File: src/rtl/tetris_pkg.sv
// Shared types and constants for the piece sequencer and its LFSR.
package tetris_pkg;

    localparam int          NUM_PIECES = 5;
    localparam logic [15:0] LFSR_MASK  = 16'hB400;

    typedef logic [2:0] piece_t;

    typedef enum logic [1:0] {
        IDLE  = 2'd0,
        FILL  = 2'd1,
        READY = 2'd2
    } seq_state_t;

endpackage

File: src/rtl/lfsr16.sv
// Free-running 16-bit Galois LFSR, right-shifting, always enabled.
// A zero seed would lock up the register, so it is replaced by 16'h0001.
module lfsr16
    import tetris_pkg::*;
#(
    parameter logic [15:0] SEED = 16'hACE1
) (
    input  logic        clk_i,
    input  logic        rst_i,
    output logic [15:0] state_o
);

    localparam logic [15:0] INIT = (SEED == 16'h0000) ? 16'h0001 : SEED;

    logic [15:0] lfsr_q;
    logic [15:0] lfsr_d;

    // Galois step: shift right, fold the mask in when a one falls out.
    always_comb begin
        lfsr_d = {1'b0, lfsr_q[15:1]} ^ (lfsr_q[0] ? LFSR_MASK : 16'h0000);
    end

    // State register.
    always_ff @(posedge clk_i or posedge rst_i) begin
        if (rst_i) lfsr_q <= INIT;
        else       lfsr_q <= lfsr_d;
    end

    assign state_o = lfsr_q;

endmodule

File: src/rtl/piece_sequencer.sv
// Tetris piece sequencer: preview queue refilled from an LFSR, handed out
// over a next_req/next_valid handshake.
// Optional bag randomizer: define PIECE_SEQ_BAG_RANDOMIZER_EN.
//
//   state | meaning
//   ------+---------------------------------------------
//   IDLE  | after reset, waiting for start
//   FILL  | queue flushed, refilling up to QUEUE_DEPTH
//   READY | serving requests, refilling as entries drain
module piece_sequencer
    import tetris_pkg::*;
#(
    parameter int          QUEUE_DEPTH = 3,
    parameter logic [15:0] LFSR_SEED   = 16'hACE1
) (
    input  logic        clk,
    input  logic        rst,
    input  logic        start,
    input  logic        next_req,
    output logic        next_valid,
    output logic [2:0]  cur_piece,
    output logic [2:0]  preview_piece,
    output logic [15:0] piece_count
);

    localparam logic [2:0] DEPTH = 3'(QUEUE_DEPTH);

    seq_state_t  state_q, state_d;
    piece_t      queue_q [QUEUE_DEPTH];
    piece_t      queue_d [QUEUE_DEPTH];
    logic [2:0]  occ_q, occ_d;
    piece_t      cur_q, cur_d;
    logic [15:0] cnt_q, cnt_d;

    logic [15:0] lfsr;
    piece_t      cand;
    logic        accept;
    logic        push;
    logic        pop;
    logic        unused_lfsr;

    lfsr16 #(.SEED(LFSR_SEED)) u_lfsr (
        .clk_i   (clk),
        .rst_i   (rst),
        .state_o (lfsr)
    );

    assign cand        = lfsr[2:0];
    assign unused_lfsr = ^lfsr[15:3];

`ifdef PIECE_SEQ_BAG_RANDOMIZER_EN
    logic [4:0] bag_q, bag_d;
    logic [4:0] cand_bit;
    logic [4:0] bag_set;

    // Candidate must be a legal piece not yet drawn from the current bag.
    always_comb begin
        cand_bit = 5'b00001 << cand;
        accept   = (cand < 3'(NUM_PIECES)) && ((bag_q & cand_bit) == 5'b00000);
    end

    // Mark pushed pieces; a full bag empties on the same edge.
    always_comb begin
        bag_set = bag_q | cand_bit;
        bag_d   = bag_q;
        if (start)     bag_d = 5'b00000;
        else if (push) bag_d = (bag_set == 5'b11111) ? 5'b00000 : bag_set;
    end

    // Bag register.
    always_ff @(posedge clk or posedge rst) begin
        if (rst) bag_q <= 5'b00000;
        else     bag_q <= bag_d;
    end
`else
    // Plain rejection sampling of the low three LFSR bits.
    always_comb begin
        accept = (cand < 3'(NUM_PIECES));
    end
`endif

    // Handshake and refill qualifiers; start suppresses both.
    always_comb begin
        pop  = (state_q == READY) && next_req && (occ_q != 3'd0) && !start;
        push = !start && (state_q != IDLE) && accept && ((occ_q < DEPTH) || pop);
    end

    // FSM state register.
    always_ff @(posedge clk or posedge rst) begin
        if (rst) state_q <= IDLE;
        else     state_q <= state_d;
    end

    // FSM next state; start restarts the fill from any state.
    always_comb begin
        state_d = state_q;
        if (start) begin
            state_d = FILL;
        end else begin
            case (state_q)
                IDLE:    state_d = IDLE;
                FILL:    if (occ_q == DEPTH) state_d = READY;
                READY:   state_d = READY;
                default: state_d = IDLE;
            endcase
        end
    end

    // FSM outputs, independent of next_req.
    always_comb begin
        next_valid    = (state_q == READY) && (occ_q != 3'd0);
        preview_piece = (occ_q != 3'd0) ? queue_q[0] : 3'd0;
    end

    // Queue, current piece and counter next state. Pop shifts first, so a
    // simultaneous push lands one slot lower than the old tail.
    always_comb begin
        queue_d = queue_q;
        occ_d   = occ_q;
        cur_d   = cur_q;
        cnt_d   = cnt_q;
        if (start) begin
            for (int i = 0; i < QUEUE_DEPTH; i++) queue_d[i] = '0;
            occ_d = 3'd0;
            cnt_d = 16'h0000;
        end else begin
            if (pop) begin
                for (int i = 0; i < QUEUE_DEPTH - 1; i++) queue_d[i] = queue_q[i + 1];
                queue_d[QUEUE_DEPTH - 1] = '0;
                cur_d = queue_q[0];
                cnt_d = (cnt_q == 16'hFFFF) ? cnt_q : cnt_q + 16'h0001;
            end
            if (push) queue_d[occ_q - 3'(pop)] = cand;
            occ_d = occ_q + 3'(push) - 3'(pop);
        end
    end

    // Datapath registers.
    always_ff @(posedge clk or posedge rst) begin
        if (rst) begin
            for (int i = 0; i < QUEUE_DEPTH; i++) queue_q[i] <= '0;
            occ_q <= 3'd0;
            cur_q <= '0;
            cnt_q <= 16'h0000;
        end else begin
            queue_q <= queue_d;
            occ_q   <= occ_d;
            cur_q   <= cur_d;
            cnt_q   <= cnt_d;
        end
    end

    assign cur_piece   = cur_q;
    assign piece_count = cnt_q;

endmodule

File: config.mk
export PLATFORM = sky130hd
export DESIGN_NAME = piece_sequencer
export DESIGN_NICKNAME = d
export VERILOG_FILES = /design/src/rtl/tetris_pkg.sv /design/src/rtl/lfsr16.sv /design/src/rtl/piece_sequencer.sv
export SDC_FILE = /design/constraint.sdc
export NUM_CORES = 1
export LEC_CHECK = 0
export CAP_MARGIN = 25
export CORE_UTILIZATION = 45
export CTS_BUF_LIST = sky130_fd_sc_hd__clkbuf_2 sky130_fd_sc_hd__clkbuf_4 sky130_fd_sc_hd__clkbuf_8
export CTS_CLUSTER_SIZE = 14
export DETAILED_ROUTE_END_ITERATION = 6
export PLACE_DENSITY = 0.71
export SYNTH_ARGS = -nofsm -noshare
export SYNTH_HDL_FRONTEND = slang
export SYNTH_HIERARCHICAL = 1
export SYNTH_SLANG_ARGS = --single-unit
File: constraint.sdc
create_clock -name clk -period 3.3 [get_ports clk]
set_input_delay 0.66 -clock clk [delete_from_list [all_inputs] [get_ports clk]]
set_output_delay 0.66 -clock clk [all_outputs]
set_load 0.01 [all_outputs]
==> results.sh <==
export IMPL_status="finished, final reports clean"
export IMPL_path_max_fanout=12
export IMPL_tns_ns=0
export IMPL_slew_headroom=0.393
export IMPL_grt_overflow=0
export IMPL_cts_buffers_inserted=5
export IMPL_diodes=0
export IMPL_antenna_found_initial=0
export IMPL_fmax_ghz=0.354
export IMPL_grt_pass1_wl_mm=7.84
export IMPL_hold_viol=0
export IMPL_critPathKind="reg2reg"
export IMPL_gp_congestion=0.778
export IMPL_power_density_mw_per_mm2=515
export IMPL_cts_root_buf="clkbuf_8"
export IMPL_die_y_um=75.9
export IMPL_p_seq_frac=0.480
export IMPL_coreArea_sq_mm=0.00517
export IMPL_cp_required_ns=3.49
export IMPL_holdBufCountCts=0
export IMPL_crit_slowest_cell="o311ai_2"
export IMPL_place_area_sq_mm=0.00277
export IMPL_dp_hpwl_mm=3.30
export IMPL_cts_setup_buffers=0
export IMPL_vias_per_cell=5.64
export IMPL_initialDrtViolationCount=103
export IMPL_grt_start_max_net_pins=34
export IMPL_die_area_sq_mm=0.00576
export IMPL_vias=1854
export IMPL_syn_to_final_growth_pct=16.5
export IMPL_slew_violations=0
export IMPL_rows=26
export IMPL_comb_power_share=0.278
export IMPL_drive_above_1_share=0.120
export IMPL_cts_sinks=49
export IMPL_intPower_uw=988
export IMPL_hp_class="reg2reg"
export IMPL_start_util=0.475
export IMPL_ant_nets=0
export IMPL_final_cell_mix="41 x dfrtp_1, 26 x clkdlybuf4s50_1, 19 x a21oi_1"
export IMPL_finalClockSkew_ns=0.00571
export IMPL_clock_latency_ns=0.31
export IMPL_nNetsFinal=271
export IMPL_critical_path_top_delay_family="compound AO/OA/AOI/OAI gates"
export IMPL_routed_wirelength_mm=4.72
export IMPL_clockBufferDepth=2
export IMPL_fillers=445
export IMPL_timing_hold_ws_ns=0.356
export IMPL_synth_fp_nets=245
export IMPL_startpoint="occ_q[1]$_DFF_PP0_"
export IMPL_grt_use_total=0.183
export IMPL_boundaryPins=27
export IMPL_end_kind="flip-flop"
export IMPL_mostFrequentLayoutCell="dfrtp_1"
export IMPL_irDropWorstVdd_mv=0.301
export IMPL_worstHoldPathCells=0
export IMPL_io_buffers=26
export IMPL_syn_area_per_cell_sq_um=10.6
export IMPL_path_buf_inv=0
export IMPL_setup_viol_count_final=0
export IMPL_final_cell_area_sq_mm=0.00286
export IMPL_grt_pass1_vias=1705
export IMPL_period_needed_ns=2.83
export IMPL_yosysWarnings=6
export IMPL_syn_inst=232
export IMPL_switching_share=0.330
export IMPL_leakage_nw=1.16
export IMPL_cp_depth=8
export IMPL_ctsHtreeMaxLevel=2
export IMPL_drv_cap=0
export IMPL_remaining_drc_errors=0
export IMPL_path_cells="o311ai_2, nor2_1, ha_1, ha_1, xnor2_1, o2111ai_1, o211ai_1, a21oi_1"
export IMPL_p_switching_uw=486
export IMPL_clk_pin_slew_ns=0.09
export IMPL_r2r_setup_slack_ns=0.47
export IMPL_cts_resized=0
export IMPL_arrival_ns=3.01
export IMPL_cts_tree="done"
export IMPL_finalCritPeriodShare=0.856
export IMPL_min_from="u_lfsr/state_o[9]$_DFF_PP0_"
export IMPL_multi_input_area_sq_mm=0.00110
export IMPL_rsz0062_at_grt="false"
export IMPL_worst_pin_slew_ns=0.909
export IMPL_seqCellArea_sq_mm=0.00124
export IMPL_clkPwrFrac=0.242
export IMPL_hold_path_endpoint="u_lfsr/state_o[8]$_DFF_PP0_"
export IMPL_syn_area_sq_mm=0.00246
export IMPL_r2r_cells=8
export IMPL_slowest_delay_ns=0.59
export IMPL_timing_rr_start="occ_q[1]$_DFF_PP0_"
export IMPL_drtPass1Iterations=4
export IMPL_routedWlPerCell_um=14.4
export IMPL_crit_top_cell="ha_1"
export IMPL_crit_path_start_kind="flip-flop"
export IMPL_fp_dieW_um=75.9
export IMPL_r2r_end="queue_q[2]$_DFF_PP0_"
## flip-flops by register name, summed over array words and instances, names as in the netlist
signal / cells
cur_piece: 3
queue_q: 9
piece_count: 16
state_q: 2
u_lfsr/state_o: 16
occ_q: 3
## layout make-up
cell class,instances,area share
clock buffers,5,0.0240
clock inverters,3,0.00743
multi-input cells,158,0.385
inverters,13,0.0170
repair buffers,31,0.104
well taps,70,0.0306
flip-flops and latches,49,0.432
## worst max-delay path by stage
stage	to	slack, ns
2_1_floorplan	queue_q[2]$_DFF_PP0_	0.86
3_3_place_gp	queue_q[2]$_DFF_PP0_	0.26
3_5_place_dp	queue_q[2]$_DFF_PP0_	0.18
4_1_cts	queue_q[2]$_DFF_PP0_	0.46
5_1_grt	queue_q[8]$_DFF_PP0_	0.22
6_report	queue_q[2]$_DFF_PP0_	0.47
## metrics by stage
step | worst slack, ns | cells | utilization | power [mW]
finish | 0.474 | 329 | 0.553 | 1.47
CTS | 0.462 | 329 | 0.553 | 1.49
global placement | 0.256 | 321 | 0.536 | 1.12
global route | 0.218 | 329 | 0.553 | 1.57
detailed placement | 0.181 | 321 | 0.536 | 1.13
floorplan | 0.859 | 232 | - | 1.02
## power groups by stage
stage	Clock, mW	Sequential [mW]	Combinational, mW
finish	0.357	0.707	0.409
global route	0.391	0.717	0.467
CTS	0.369	0.708	0.415
detailed placement	0	0.719	0.414
global placement	0	0.719	0.405
floorplan	0	0.701	0.320
## worst register-to-register path: cells and delay by family, from the launching register on
family          cells  cell delay (ns)
flops               1             0.47
fa+ha+maj           2             0.40
simple gates        1             0.13
compound gates      4             1.50
xor+xnor            1             0.21
## per-layer routing
metal | vias up | GRT usage | part of all wire
met5 | - | 0 | 0
met4 | 0 | 0.0679 | 0.014
met3 | 7 | 0.0397 | 0.039
met2 | 48 | 0.307 | 0.49
met1 | 906 | 0.233 | 0.46
li1 | 893 | - | -
Power figures use the tool's default switching activity.
